`src/rtl/bsg_axil_pkg.sv`:
```
// bsg_axil_pkg
//   AXI-Lite response codes and the CSR/FIFO address map. The DPI-side
//   driver uses the same offsets, so keep the two in step.
//   decode_word() classifies a word address (byte address >> 2).
package bsg_axil_pkg;

  localparam logic [1:0] resp_okay_c   = 2'b00;
  localparam logic [1:0] resp_slverr_c = 2'b10;

  // CSR k sits at byte offset 4*k starting from zero.
  localparam logic [31:0] pl2ps_data_addr_c = 32'h100;  // read pops
  localparam logic [31:0] pl2ps_cnt_addr_c  = 32'h104;  // occupancy, read-only
  localparam logic [31:0] ps2pl_data_addr_c = 32'h108;  // write pushes
  localparam logic [31:0] ps2pl_free_addr_c = 32'h10C;  // free slots, read-only

  typedef enum logic [2:0] {
    addr_csr,
    addr_pl2ps_data,
    addr_pl2ps_cnt,
    addr_ps2pl_data,
    addr_ps2pl_free,
    addr_unmapped
  } addr_dec_e;

  function automatic addr_dec_e decode_word(input logic [29:0] word,
                                            input int unsigned num_regs);
    addr_dec_e dec;
    if (word < 30'(num_regs))                    dec = addr_csr;
    else if (word == pl2ps_data_addr_c[31:2])    dec = addr_pl2ps_data;
    else if (word == pl2ps_cnt_addr_c[31:2])     dec = addr_pl2ps_cnt;
    else if (word == ps2pl_data_addr_c[31:2])    dec = addr_ps2pl_data;
    else if (word == ps2pl_free_addr_c[31:2])    dec = addr_ps2pl_free;
    else                                         dec = addr_unmapped;
    return dec;
  endfunction

endpackage

```
`src/rtl/bsg_fifo_1r1w_small.sv`:
```
// bsg_fifo_1r1w_small
//   Small register-based FIFO with a locally tracked element count.
//   Ports: v_i/data_i enqueue (caller guarantees room or a same-cycle
//   dequeue), ready_o = not full, v_o/data_o head, yumi_i dequeues the head,
//   count_o current occupancy. Enqueue and dequeue in one cycle both apply,
//   also when full (the freed head slot is the one being written).
module bsg_fifo_1r1w_small #(
  parameter  int unsigned width_p  = 32,
  parameter  int unsigned els_p    = 4,
  localparam int unsigned ptr_w_lp = (els_p > 1) ? $clog2(els_p) : 1,
  localparam int unsigned cnt_w_lp = $clog2(els_p + 1)
) (
  input  logic                clk_i,
  input  logic                reset_n_i,
  input  logic                v_i,
  input  logic [width_p-1:0]  data_i,
  output logic                ready_o,
  output logic                v_o,
  output logic [width_p-1:0]  data_o,
  input  logic                yumi_i,
  output logic [cnt_w_lp-1:0] count_o
);

  logic [width_p-1:0]  mem_q [els_p];
  logic [width_p-1:0]  mem_d [els_p];
  logic [ptr_w_lp-1:0] rptr_q, rptr_d, wptr_q, wptr_d;
  logic [cnt_w_lp-1:0] count_q, count_d;

  function automatic logic [ptr_w_lp-1:0] ptr_inc(input logic [ptr_w_lp-1:0] p);
    return (p == ptr_w_lp'(els_p - 1)) ? '0 : p + ptr_w_lp'(1);
  endfunction

  assign ready_o = (count_q != cnt_w_lp'(els_p));
  assign v_o     = (count_q != '0);
  assign data_o  = mem_q[rptr_q];
  assign count_o = count_q;

  always_comb begin
    mem_d   = mem_q;
    rptr_d  = rptr_q;
    wptr_d  = wptr_q;
    count_d = count_q;
    if (v_i) begin
      mem_d[wptr_q] = data_i;
      wptr_d        = ptr_inc(wptr_q);
    end
    if (yumi_i) rptr_d = ptr_inc(rptr_q);
    if (v_i && !yumi_i)      count_d = count_q + cnt_w_lp'(1);
    else if (!v_i && yumi_i) count_d = count_q - cnt_w_lp'(1);
  end

  always_ff @(posedge clk_i or negedge reset_n_i) begin
    if (!reset_n_i) begin
      for (int i = 0; i < els_p; i++) mem_q[i] <= '0;
      rptr_q  <= '0;
      wptr_q  <= '0;
      count_q <= '0;
    end else begin
      mem_q   <= mem_d;
      rptr_q  <= rptr_d;
      wptr_q  <= wptr_d;
      count_q <= count_d;
    end
  end

endmodule

```
`src/rtl/bsg_axil_csr_fifo_slave.sv`:
```
// bsg_axil_csr_fifo_slave
//   AXI-Lite slave exposing num_regs_p read/write CSRs plus two FIFOs:
//   PS2PL (AXI writes push, PL side pops with yumi) and PL2PS (PL side
//   enqueues, AXI reads pop). Occupancy / free-slot counts are readable.
//   Ports: AXI-Lite AW/W/B/AR/R channels on aclk_i / aresetn_i,
//   csr_data_o (all CSRs, CSR k in slice k), ps2pl_* and pl2ps_* streams.
module bsg_axil_csr_fifo_slave
  import bsg_axil_pkg::*;
#(
  parameter int unsigned addr_width_p = 10,
  parameter int unsigned data_width_p = 32,
  parameter int unsigned num_regs_p   = 4,
  parameter int unsigned fifo_els_p   = 4
) (
  input  logic                               aclk_i,
  input  logic                               aresetn_i,
  input  logic [addr_width_p-1:0]            awaddr_i,
  input  logic [2:0]                         awprot_i,
  input  logic                               awvalid_i,
  output logic                               awready_o,
  input  logic [data_width_p-1:0]            wdata_i,
  input  logic [data_width_p/8-1:0]          wstrb_i,
  input  logic                               wvalid_i,
  output logic                               wready_o,
  output logic [1:0]                         bresp_o,
  output logic                               bvalid_o,
  input  logic                               bready_i,
  input  logic [addr_width_p-1:0]            araddr_i,
  input  logic [2:0]                         arprot_i,
  input  logic                               arvalid_i,
  output logic                               arready_o,
  output logic [data_width_p-1:0]            rdata_o,
  output logic [1:0]                         rresp_o,
  output logic                               rvalid_o,
  input  logic                               rready_i,
  output logic [num_regs_p*data_width_p-1:0] csr_data_o,
  output logic [data_width_p-1:0]            ps2pl_data_o,
  output logic                               ps2pl_v_o,
  input  logic                               ps2pl_yumi_i,
  input  logic [data_width_p-1:0]            pl2ps_data_i,
  input  logic                               pl2ps_v_i,
  output logic                               pl2ps_ready_o
);

  localparam int unsigned strb_w_lp    = data_width_p / 8;
  localparam int unsigned cnt_w_lp     = $clog2(fifo_els_p + 1);
  localparam int unsigned csr_idx_w_lp = (num_regs_p > 1) ? $clog2(num_regs_p) : 1;

  logic                      aw_held_q, aw_held_d, w_held_q, w_held_d;
  logic [addr_width_p-1:0]   awaddr_q, awaddr_d;
  logic [data_width_p-1:0]   wdata_q, wdata_d;
  logic [strb_w_lp-1:0]      wstrb_q, wstrb_d;
  logic                      bvalid_q, bvalid_d, rvalid_q, rvalid_d;
  logic [1:0]                bresp_q, bresp_d, rresp_q, rresp_d;
  logic [data_width_p-1:0]   rdata_q, rdata_d;
  logic [data_width_p-1:0]   csr_q [num_regs_p];
  logic [data_width_p-1:0]   csr_d [num_regs_p];

  logic [data_width_p-1:0]   wmask;
  logic [29:0]               wr_word, rd_word;
  logic [csr_idx_w_lp-1:0]   wr_idx, rd_idx;
  addr_dec_e                 wr_dec, rd_dec;
  logic                      commit, ar_accept, ps2pl_push, pl2ps_pop;
  logic                      ps2pl_ready, ps2pl_yumi, pl2ps_v;
  logic [data_width_p-1:0]   pl2ps_data;
  logic [cnt_w_lp-1:0]       ps2pl_count, pl2ps_count;
  logic                      unused_prot;

  assign unused_prot = ^{awprot_i, arprot_i};

  assign awready_o = ~aw_held_q;
  assign wready_o  = ~w_held_q;
  assign bvalid_o  = bvalid_q;
  assign bresp_o   = bresp_q;
  assign arready_o = ~rvalid_q;
  assign rvalid_o  = rvalid_q;
  assign rdata_o   = rdata_q;
  assign rresp_o   = rresp_q;

  for (genvar k = 0; k < num_regs_p; k++) begin : g_csr_out
    assign csr_data_o[k*data_width_p +: data_width_p] = csr_q[k];
  end

  for (genvar b = 0; b < strb_w_lp; b++) begin : g_wmask
    assign wmask[8*b +: 8] = {8{wstrb_q[b]}};
  end

  assign wr_word    = 30'(awaddr_q >> 2);
  assign rd_word    = 30'(araddr_i >> 2);
  assign wr_idx     = wr_word[csr_idx_w_lp-1:0];
  assign rd_idx     = rd_word[csr_idx_w_lp-1:0];
  assign wr_dec     = decode_word(wr_word, num_regs_p);
  assign rd_dec     = decode_word(rd_word, num_regs_p);
  assign commit     = aw_held_q & w_held_q & ~bvalid_q;
  assign ar_accept  = arvalid_i & ~rvalid_q;
  assign ps2pl_yumi = ps2pl_yumi_i & ps2pl_v_o;

  // Write side: holding registers, commit, B response.
  always_comb begin
    aw_held_d  = aw_held_q;
    awaddr_d   = awaddr_q;
    w_held_d   = w_held_q;
    wdata_d    = wdata_q;
    wstrb_d    = wstrb_q;
    bvalid_d   = bvalid_q;
    bresp_d    = bresp_q;
    csr_d      = csr_q;
    ps2pl_push = 1'b0;
    if (awvalid_i && !aw_held_q) begin
      aw_held_d = 1'b1;
      awaddr_d  = awaddr_i;
    end
    if (wvalid_i && !w_held_q) begin
      w_held_d = 1'b1;
      wdata_d  = wdata_i;
      wstrb_d  = wstrb_i;
    end
    if (bvalid_q && bready_i) bvalid_d = 1'b0;
    if (commit) begin
      aw_held_d = 1'b0;
      w_held_d  = 1'b0;
      bvalid_d  = 1'b1;
      bresp_d   = resp_slverr_c;
      case (wr_dec)
        addr_csr: begin
          csr_d[wr_idx] = (csr_q[wr_idx] & ~wmask) | (wdata_q & wmask);
          bresp_d       = resp_okay_c;
        end
        // A full FIFO still accepts the push when the PL side pops this cycle.
        addr_ps2pl_data: begin
          if (ps2pl_ready || ps2pl_yumi) begin
            ps2pl_push = 1'b1;
            bresp_d    = resp_okay_c;
          end
        end
        default: ;
      endcase
    end
  end

  // Read side: AR accepted straight into the R registers (one-cycle latency).
  always_comb begin
    rvalid_d  = rvalid_q;
    rdata_d   = rdata_q;
    rresp_d   = rresp_q;
    pl2ps_pop = 1'b0;
    if (rvalid_q && rready_i) rvalid_d = 1'b0;
    if (ar_accept) begin
      rvalid_d = 1'b1;
      rdata_d  = '0;
      rresp_d  = resp_okay_c;
      case (rd_dec)
        addr_csr: rdata_d = csr_q[rd_idx];
        addr_pl2ps_data: begin
          if (pl2ps_v) begin
            rdata_d   = pl2ps_data;
            pl2ps_pop = 1'b1;
          end else begin
            rresp_d = resp_slverr_c;
          end
        end
        addr_pl2ps_cnt:  rdata_d[cnt_w_lp-1:0] = pl2ps_count;
        addr_ps2pl_free: rdata_d[cnt_w_lp-1:0] = cnt_w_lp'(fifo_els_p) - ps2pl_count;
        default:         rresp_d = resp_slverr_c;
      endcase
    end
  end

  always_ff @(posedge aclk_i or negedge aresetn_i) begin
    if (!aresetn_i) begin
      aw_held_q <= 1'b0;
      awaddr_q  <= '0;
      w_held_q  <= 1'b0;
      wdata_q   <= '0;
      wstrb_q   <= '0;
      bvalid_q  <= 1'b0;
      bresp_q   <= resp_okay_c;
      rvalid_q  <= 1'b0;
      rdata_q   <= '0;
      rresp_q   <= resp_okay_c;
      for (int k = 0; k < num_regs_p; k++) csr_q[k] <= '0;
    end else begin
      aw_held_q <= aw_held_d;
      awaddr_q  <= awaddr_d;
      w_held_q  <= w_held_d;
      wdata_q   <= wdata_d;
      wstrb_q   <= wstrb_d;
      bvalid_q  <= bvalid_d;
      bresp_q   <= bresp_d;
      rvalid_q  <= rvalid_d;
      rdata_q   <= rdata_d;
      rresp_q   <= rresp_d;
      csr_q     <= csr_d;
    end
  end

  bsg_fifo_1r1w_small #(.width_p(data_width_p), .els_p(fifo_els_p)) u_ps2pl (
    .clk_i     (aclk_i),
    .reset_n_i (aresetn_i),
    .v_i       (ps2pl_push),
    .data_i    (wdata_q),
    .ready_o   (ps2pl_ready),
    .v_o       (ps2pl_v_o),
    .data_o    (ps2pl_data_o),
    .yumi_i    (ps2pl_yumi),
    .count_o   (ps2pl_count)
  );

  bsg_fifo_1r1w_small #(.width_p(data_width_p), .els_p(fifo_els_p)) u_pl2ps (
    .clk_i     (aclk_i),
    .reset_n_i (aresetn_i),
    .v_i       (pl2ps_v_i & pl2ps_ready_o),
    .data_i    (pl2ps_data_i),
    .ready_o   (pl2ps_ready_o),
    .v_o       (pl2ps_v),
    .data_o    (pl2ps_data),
    .yumi_i    (pl2ps_pop),
    .count_o   (pl2ps_count)
  );

endmodule

```
`config.mk`:
```
export PLATFORM = sky130hd
export DESIGN_NAME = bsg_axil_csr_fifo_slave
export DESIGN_NICKNAME = d
export VERILOG_FILES = /design/src/rtl/bsg_axil_pkg.sv /design/src/rtl/bsg_fifo_1r1w_small.sv /design/src/rtl/bsg_axil_csr_fifo_slave.sv
export SDC_FILE = /design/constraint.sdc
export NUM_CORES = 1
export LEC_CHECK = 0
export CORE_MARGIN = 5
export CORE_UTILIZATION = 50
export DETAILED_ROUTE_END_ITERATION = 10
export HOLD_SLACK_MARGIN = 0.03
export PLACE_DENSITY = 0.82
export SYNTH_ARGS = -nofsm -noshare
export SYNTH_HDL_FRONTEND = slang
export SYNTH_SLANG_ARGS = --single-unit
export TNS_END_PERCENT = 20
```
`constraint.sdc`:
```
create_clock -name aclk_i -period 4.2 [get_ports aclk_i]
set_clock_uncertainty 0.05 [all_clocks]
set_input_delay 0.84 -clock aclk_i [delete_from_list [all_inputs] [get_ports aclk_i]]
set_output_delay 0.84 -clock aclk_i [all_outputs]
set_load 0.02 [all_outputs]
```
==> flow_metrics.tcl <==
set metrics [dict create \
    status "finished clean" \
    hold_class "in -> async" \
    grt_pass1_wl_um 92700 \
    multiInputGateArea_sq_um 9140 \
    synth_area_leaders "dfrtp_1 56%, mux2_2 16%, mux4_2 13%" \
    die_x_um 218 \
    ys_seq_area_frac 0.556 \
    synth_cell_type_count 40 \
    static-leakage-power_uw 0.0115 \
    cts.sinks 480 \
    ctsHoldBuffers 0 \
    maxSlewViolCount 0 \
    synth-edff-count 0 \
    synth.top_cell.area_share 0.556 \
    finalCriticalPeriod_ns 3.60 \
    cts_max_path_buffers 3 \
    worstSetupStartpointType "register" \
    p_clk_frac 0.280 \
    place_hpwl_um 40500 \
    clkLatencyLatePin_ns 0.59 \
    layout_common_cells "476 x dfrtp_1, 306 x mux2_2, 290 x clkdlybuf4s50_1" \
    cts_tree "built" \
    routabilityCongestion 0.834 \
    switching_share 0.321 \
    nFillCells 3114 \
    wl_per_cell_um 24.8 \
    final_util 0.627 \
    initial_utilization 0.504 \
    synthArstFlopShare 1.00 \
    max_clock_freq_mhz 278 \
    powerDensity_nw_per_um2 593 \
    combPwrFrac 0.275 \
    cts_max_level 2 \
    cts_setup_buffers 0 \
    ctsRootBufferMaster "clkbuf_16" \
    cts.clk_slew.worst_paths_ns 0.06 \
    postRouteAntennaNets 0 \
    finalHoldViolations 0 \
    fin_setup_tns_ns 0 \
    drv_cap 0 \
    tightest_slew_ns 0.972 \
    drc 0 \
    regArea_sq_um 12000 \
    grt_usage 0.253 \
    seqPwrFrac 0.446 \
    yosys_register_bits 480 \
    antenna_found_initial 2 \
    p_int_uw 10800 \
    grt_pass1_vias 15400 \
    viasPerCell 5.94 \
    grt_max_degree 96 \
    timing.hold.ws_ns 0.201 \
    vias 14500 \
    period_share 0.857 \
    maxSlewHeadroom 0.352 \
    core_sq_um 42900 \
    syn_area_per_cell_sq_um 14.1 \
    routed_wl_um 60200 \
    area.growth.synth_to_final_pct 24.3 \
    die_area_sq_um 47500 \
    crit_type "reg -> out" \
    drt_iter0_markers 1121 \
    cts_buffers 50 \
    power_switching_uw 5110 \
    rsz0062_at_grt "false" \
    drive_gt1_frac 0.307 \
    synth_top_area_cell "dfrtp_1" \
    io_buffers 293 \
    final_common_cell "dfrtp_1" \
    fin_nets 1926 \
    first_pass_iters 5 \
    cp-end-kind "output port" \
    vdd_drop_max_mv 0.389 \
    pin_count 306 \
    worstPathMaxFanout 24 \
    required_ns 3.31 \
    overflow 0 \
    cts_resized 0 \
    rows 76 \
    syn_area_sq_um 21600 \
    die_h_um 218 \
    power_uw 15900 \
    yosys_warnings 0 \
    synth_ff_type "dfrtp_1" \
    synth_cells 1537 \
    cp.arrival_ns 2.71 \
    finalSetupViolations 0 \
]
cell usage after synthesis (all sizes together) (5+ instances only):
| cell type | count |
|---|---|
| a22oi | 29 |
| buf | 57 |
| clkbuf | 54 |
| dfrtp | 480 |
| ha | 15 |
| inv | 14 |
| mux2 | 306 |
| mux2i | 40 |
| mux4 | 125 |
| nand2 | 168 |
| nand2b | 5 |
| nand3 | 10 |
| nand3b | 5 |
| nor2 | 17 |
| nor3 | 7 |
| o21ai | 165 |
| or4 | 6 |
cell families (layout without fill, tap and decap cells):
family | Yosys count | count (layout) | share of synthesized area
AO/OA/AOI/OAI | 204 | 204 | 0.0519
flip-flops | 480 | 480 | 0.556
other | 1 | 3 | 0.000173
multiplexers | 471 | 471 | 0.308
adder cells (fa/ha/maj) | 17 | 17 | 0.0105
buffers and inverters | 125 | 433 | 0.0240
AND/OR/NAND/NOR | 233 | 233 | 0.0472
XOR/XNOR | 6 | 6 | 0.00243
metrics by stage:
step / worst slack [ns] / instance area (sq um) / std cells
finish: 0.602 / 26900 / 2432
global route: 0.515 / 26900 / 2432
CTS: 0.576 / 26900 / 2431
detailed placement: 0.546 / 25200 / 2339
global placement: 0.642 / 25200 / 2339
floorplan: 1.15 / 21600 / 1538
power by group through the flow:
stage	combinational [uW]	sequential [uW]	clock, uW
global route	4710	7250	4720
CTS	4410	7070	4540
floorplan	2940	6750	0
finish	4380	7100	4460
detailed placement	4370	7130	0
global placement	4220	7020	0
routing by layer:
layer / vias up / track usage / routed length (um)
met5: - / 0 / 13
li1: 6168 / - / -
met2: 622 / 0.401 / 28900
met1: 7537 / 0.342 / 24200
met4: 2 / 0.0862 / 1980
met3: 124 / 0.0693 / 5100
state kept, by name (all words and copies together) (netlist names):
| name | count |
|---|---|
| u_pl2ps.count_o | 3 |
| u_pl2ps.wptr_q | 2 |
| awaddr_q | 8 |
| rresp_o | 1 |
| wstrb_q | 4 |
| u_ps2pl.mem_q | 128 |
| w_held_q | 1 |
| bresp_o | 1 |
| bvalid_o | 1 |
| aw_held_q | 1 |
| u_ps2pl.wptr_q | 2 |
| rvalid_o | 1 |
| u_ps2pl.rptr_q | 2 |
| wdata_q | 32 |
| csr_data_o | 128 |
| u_ps2pl.count_o | 3 |
| u_pl2ps.rptr_q | 2 |
| rdata_o | 32 |
| u_pl2ps.mem_q | 128 |
cell type report:
| class | instances | area share |
|---|---|---|
| multi-input cells | 933 | 0.340 |
| clock inverters | 17 | 0.00698 |
| clock buffers | 75 | 0.0546 |
| well taps | 585 | 0.0272 |
| inverters | 14 | 0.00196 |
| diodes | 1 | 0.0000931 |
| repair buffers | 327 | 0.122 |
| flip-flops and latches | 480 | 0.447 |
worst max-delay path, stage by stage (launching register included):
cell and delay [ns]:
dfrtp_1 0.66, buf_4 0.44, mux4_2 0.42, clkdlybuf4s50_1 0.57
final timing paths:
path | startpoint | to | slack [ns] | cells past startpoint
setup / recovery | u_ps2pl.rptr_q[1]$_DFFE_PN0P_ | ps2pl_data_o[11] | 0.60 | 3
hold reg to reg | rdata_o[18]$_DFFE_PN0P_ | rdata_o[18]$_DFFE_PN0P_ | 0.44 | 2
hold / removal | aresetn_i | u_pl2ps.mem_q[48]$_DFFE_PN0P_ | 0.20 | 1
setup reg to reg | u_ps2pl.count_o[0]$_DFFE_PN0P_ | u_ps2pl.count_o[2]$_DFFE_PN0P_ | 0.84 | 12
max in group asynchronous | aresetn_i | awaddr_q[3]$_DFFE_PN0P_ | 2.88 | 2
min in group aclk_i | rdata_o[18]$_DFFE_PN0P_ | rdata_o[18]$_DFFE_PN0P_ | 0.44 | 2
(Power assumes the default switching activity.)
